File: config.mk
export PLATFORM = sky130hd
export DESIGN_NAME = wr_ptr_xfer
export DESIGN_NICKNAME = d
export VERILOG_FILES = /design/src/rtl/wr_ptr_xfer.sv
export SDC_FILE = /design/constraint.sdc
export NUM_CORES = 1
export LEC_CHECK = 0
export CORE_MARGIN = 3
export CORE_UTILIZATION = 48
export CTS_CLUSTER_SIZE = 30
export DETAILED_ROUTE_END_ITERATION = 10
export PLACE_DENSITY = 0.85
export SLEW_MARGIN = 20
export SYNTH_ARGS = -nofsm -noshare
export SYNTH_HDL_FRONTEND = slang
export SYNTH_SLANG_ARGS = --single-unit
export TNS_END_PERCENT = 10
File: constraint.sdc
create_clock -name wrClk -period 4.2 [get_ports wrClk]
set_clock_uncertainty 0.2 [all_clocks]
set_input_delay 0.42 -clock wrClk [delete_from_list [all_inputs] [get_ports wrClk]]
set_output_delay 0.42 -clock wrClk [all_outputs]
set_load 0.05 [all_outputs]
File: src/rtl/wr_ptr_xfer.sv
// Write-domain half of the FIFO pointer crossing: toggle-handshake send of
// wrPtr, toggle-handshake capture of rdPtr, and fill level / almost-full.
module wr_ptr_xfer #(
    parameter int N           = 16,
    parameter int depth       = 26624,
    parameter int SYNC_STAGES = 2,
    parameter int AF_MARGIN   = 4
) (
    input  logic         wrClk,
    input  logic         wrRst,
    input  logic [N-1:0] wrPtr,
    output logic [N-1:0] wrPtrXfer,
    output logic         wrReq,
    input  logic         wrAckAsync,
    input  logic [N-1:0] rdPtrXfer,
    input  logic         rdReqAsync,
    output logic         rdAck,
    output logic [N-1:0] rdPtrSync,
    output logic [N-1:0] fillLevel,
    output logic         almostFull
);

    localparam logic [N-1:0] DEPTH_W = N'(depth);
    localparam logic [N-1:0] AF_TH   = N'(depth - AF_MARGIN);

    typedef enum logic [0:0] {
        S_IDLE     = 1'b0,
        S_WAIT_ACK = 1'b1
    } state_t;

    state_t state, state_nxt;

    logic [N-1:0]           xfer_nxt;
    logic                   req_nxt;
    logic [SYNC_STAGES-1:0] ack_sff;
    logic [SYNC_STAGES-1:0] req_sff;
    logic                   ack_sync;
    logic                   req_sync;
    logic [N-1:0]           wr_idx;
    logic [N-1:0]           rd_idx;
    logic [N-1:0]           fill_nxt;

    generate
        if (SYNC_STAGES < 2) begin : g_bad_sync
            $error("SYNC_STAGES must be at least 2");
        end
    endgenerate

    assign ack_sync = ack_sff[SYNC_STAGES-1];
    assign req_sync = req_sff[SYNC_STAGES-1];

    always_ff @(posedge wrClk or posedge wrRst) begin
        if (wrRst) begin
            ack_sff <= '0;
            req_sff <= '0;
        end else begin
            ack_sff <= {ack_sff[SYNC_STAGES-2:0], wrAckAsync};
            req_sff <= {req_sff[SYNC_STAGES-2:0], rdReqAsync};
        end
    end

    always_ff @(posedge wrClk or posedge wrRst) begin
        if (wrRst) begin
            state     <= S_IDLE;
            wrPtrXfer <= '0;
            wrReq     <= 1'b0;
        end else begin
            state     <= state_nxt;
            wrPtrXfer <= xfer_nxt;
            wrReq     <= req_nxt;
        end
    end

    always_comb begin
        state_nxt = state;
        xfer_nxt  = wrPtrXfer;
        req_nxt   = wrReq;
        unique case (state)
            S_IDLE: begin
                if (wrPtr != wrPtrXfer) begin
                    xfer_nxt  = wrPtr;
                    req_nxt   = ~wrReq;
                    state_nxt = S_WAIT_ACK;
                end
            end
            S_WAIT_ACK: begin
                if (ack_sync == wrReq) begin
                    state_nxt = S_IDLE;
                end
            end
            default: state_nxt = S_IDLE;
        endcase
    end

    // rdPtrXfer is only looked at on the capture edge, when it is stable
    always_ff @(posedge wrClk or posedge wrRst) begin
        if (wrRst) begin
            rdPtrSync <= '0;
            rdAck     <= 1'b0;
        end else if (req_sync != rdAck) begin
            rdPtrSync <= rdPtrXfer;
            rdAck     <= req_sync;
        end
    end

    assign wr_idx = {1'b0, wrPtr[N-2:0]};
    assign rd_idx = {1'b0, rdPtrSync[N-2:0]};

    always_comb begin
        fill_nxt = wr_idx - rd_idx;
        if (wrPtr[N-1] != rdPtrSync[N-1]) begin
            fill_nxt = DEPTH_W - rd_idx + wr_idx;
        end
    end

    always_ff @(posedge wrClk or posedge wrRst) begin
        if (wrRst) begin
            fillLevel  <= '0;
            almostFull <= 1'b0;
        end else begin
            fillLevel  <= fill_nxt;
            almostFull <= (fill_nxt >= AF_TH);
        end
    end

endmodule

==> results_dict.tcl <==
set metrics [dict create \
    outcome "finished clean" \
    post_drt_wl_per_cell_um 16.0 \
    synth_adder_area_share_pct 15.8 \
    setup_tns_ns 0 \
    grt_setup_unrepaired "no" \
    cts_inserted_buffers 5 \
    wl_met1_um 4130 \
    async_flop_share_pct 100 \
    antenna_found_initial 0 \
    power_w 0.00329 \
    cts_tree "yes" \
    cts.sinks 56 \
    netlist_instances 377 \
    first_pass_iters 5 \
    clock.fmax_mhz 273 \
    grt_pass1_vias 3059 \
    stdcell_area_sq_mm 0.00492 \
    synth_top_cell_by_area "dfrtp_1" \
    io_pins 87 \
    synth_top_area_share_pct 36.8 \
    post-dp-hpwl_um 7200 \
    die_h_um 95.1 \
    antenna_cells 0 \
    core.rowCount 31 \
    ctsResizeCount 0 \
    worstSetupEndpointType "register" \
    slew_viol_final 0 \
    htreeDepth 2 \
    gp_congestion 0.895 \
    wl_met2_um 4290 \
    startpoint_type "primary input" \
    max_slew_margin_pct 40.8 \
    placed_area_sq_mm 0.00479 \
    crit_type "primary input to register" \
    routed_via_density 5.39 \
    hold_ws_ns 0.164 \
    die_w_um 95.1 \
    clk_pin_slew_ns 0.10 \
    cts_buffer_depth 2 \
    power_density_mw_per_mm2 669 \
    ys_ff_latch 56 \
    synth.area.top_cells "dfrtp_1 37%, ha_1 11%, xnor2_1 6.2%, fa_1 5.3%, inv_1 4.0%" \
    vdd_drop_max_mv 0.470 \
    final_antenna_net_count 0 \
    yosys_warnings 0 \
    clock_latency_ns 0.31 \
    drtIter0Drc 118 \
    avgSynthCellArea_sq_um 10.1 \
    area_growth_pct 29.2 \
    drive_gt1_share_pct 7.30 \
    root_buffer "clkbuf_8" \
    drc 0 \
    yosys.area_share.simple_pct 10.7 \
    num-nets-final 544 \
    p_leak_nw 2.17 \
    syn_area_sq_mm 0.00381 \
    synth_mux_area_share_pct 5.62 \
    start_util_pct 50.9 \
    post-cts-setup-buffers 0 \
    min_period_ns 3.67 \
    ys_types 60 \
    grt_overflow 0 \
    cp.required_ns 4.21 \
    grt_pass1_wl_um 14900 \
    synth_nets 455 \
    ys.flop_type "dfrtp_1" \
    final_hold_viol_count 0 \
    ctsHoldBuffers 0 \
    tightest_slew_ns 0.882 \
    grt.total_usage_pct 20.9 \
    routed_wl_um 9060 \
    final-setup-viol-count 0 \
    fillCellCount 575 \
    route.met3.wl_um 510 \
    top_layer_used "met4" \
    cap_violations 0 \
    dieArea_sq_mm 0.00904 \
    worstHoldPathType "register to register" \
    synth_edf_count 0 \
    worst-path-max-fanout 4 \
    worstPathArrival_ns 3.68 \
    synth-xor-area-share_pct 9.85 \
    yosysSeqAreaShare_pct 36.8 \
    grt_start_max_net_pins 54 \
    synth_compound_area_share_pct 16.0 \
    synth_top_family_by_area "compound AO/OA/AOI/OAI gates" \
    post-route-period-util_pct 87.4 \
    via_count 3047 \
    coreArea_sq_mm 0.00749 \
    numPortBuffers 86 \
]
[worst paths after layout]
check                                              start                   endpoint  slack [ns]  cells after the start
worst max-delay path                            wrPtr[3]       almostFull$_DFF_PP0_        0.53                     13
worst min-delay path                ack_sff[0]$_DFF_PP0_       ack_sff[1]$_DFF_PP0_        0.16                      0
worst max register to register  rdPtrSync[3]$_DFFE_PP0P_       almostFull$_DFF_PP0_        0.73                     13
worst min register to register      ack_sff[0]$_DFF_PP0_       ack_sff[1]$_DFF_PP0_        0.16                      0
max in group asynchronous                          wrRst  rdPtrSync[14]$_DFFE_PP0P_        2.85                      3
min in group asynchronous                          wrRst       req_sff[0]$_DFF_PP0_        0.37                      2
[Yosys cell counts (2+ instances only)]
cell        n
mux2_1      8
nand2_1    35
nand3_1     4
and3b_1     2
o2111ai_1   2
nand3b_1    2
clkbuf_1    6
inv_1      41
nand2b_1    4
mux2_2     11
ha_1       32
nand4_1     5
and2b_1     3
nor2_1     11
a31o_1      2
a31oi_1     5
o21ai_1    11
xnor2_1    27
o21a_1      3
dfrtp_1    56
a21oi_1    12
nor3b_1     2
nor2b_1     3
a21o_1      8
a211oi_2    2
nor3_1      2
a211oi_1    3
o21ai_0    19
or3_1       2
fa_1       10
xor2_1     14
nor4_1      2
[cell type report]
class                           count  area, sq um  area share [%]
Clock inverter                      2         60.1            1.22
Tap cell                           99          124            2.52
Sequential cell                    56         1400            28.5
Clock buffer                        5         68.8            1.40
Timing Repair Buffer               91          898            18.3
Multi-Input combinational cell    271         2210            45.0
Inverter                           41          155            3.15
[report_power, final]
group / total (W) / switching, W / leakage (nW) / internal [W]
sequential: 0.000849 / 0.000121 / 0.660 / 0.000728
clock: 0.000412 / 0.000177 / 0.0642 / 0.000235
combinational: 0.00203 / 0.00127 / 1.45 / 0.000766
total: 0.00329 / 0.00156 / 2.17 / 0.00173
[routing by layer]
layer / GRT usage [%] / up-vias
met4: 6.01 / 0
li1: - / 1468
met2: 34.3 / 112
met1: 28.4 / 1452
met5: 0 / -
met3: 3.95 / 15
[critical path, cell delays in order]
cell,delay [ns]
clkdlybuf4s50_1,0.58
ha_1,0.21
inv_1,0.06
fa_1,0.53
and2b_1,0.23
a2111oi_0,0.42
or3_1,0.17
a21oi_1,0.08
a311o_1,0.40
and4b_1,0.21
nand4_1,0.09
o2111ai_1,0.12
a21o_1,0.17
[kinds of logic (layout without fill, tap and decap cells)]
kind of cell | after synthesis | count (layout)
flops | 56 | 56
fa+ha+maj | 42 | 42
xor+xnor | 42 | 42
simple gates | 81 | 81
mux | 19 | 19
compound gates | 87 | 87
buf+inv | 50 | 139
[cell usage in the layout (no fill, tap or decap), types with 10 or more instances in the layout]
master and count:
o21ai_0 19, dfrtp_1 56, xor2_1 13, inv_1 40, clkdlybuf4s50_1 86, ha_1 32, mux2_2 11, o21ai_1 11
nand2_1 35, nor2_1 11, a21oi_1 12, xnor2_1 27, fa_1 10
[stage by stage]
step                      setup WS, ns  utilization (%)  cells
final                            0.531             65.8    565
after global routing             0.429             65.8    565
after CTS                        0.574             65.7    565
after detailed placement         0.249             64.0    558
after global placement           0.372             64.0    558
after floorplan                  0.823                -    377
[flip-flops by register name, indices dropped and copies added (netlist names)]
| name | flops |
|---|---|
| fillLevel | 16 |
| rdPtrSync | 16 |
| wrPtrXfer | 16 |
| ack_sff | 2 |
| req_sff | 2 |
| almostFull | 1 |
| rdAck | 1 |
| state | 1 |
| wrReq | 1 |
Power figures use the tool's default switching activity.
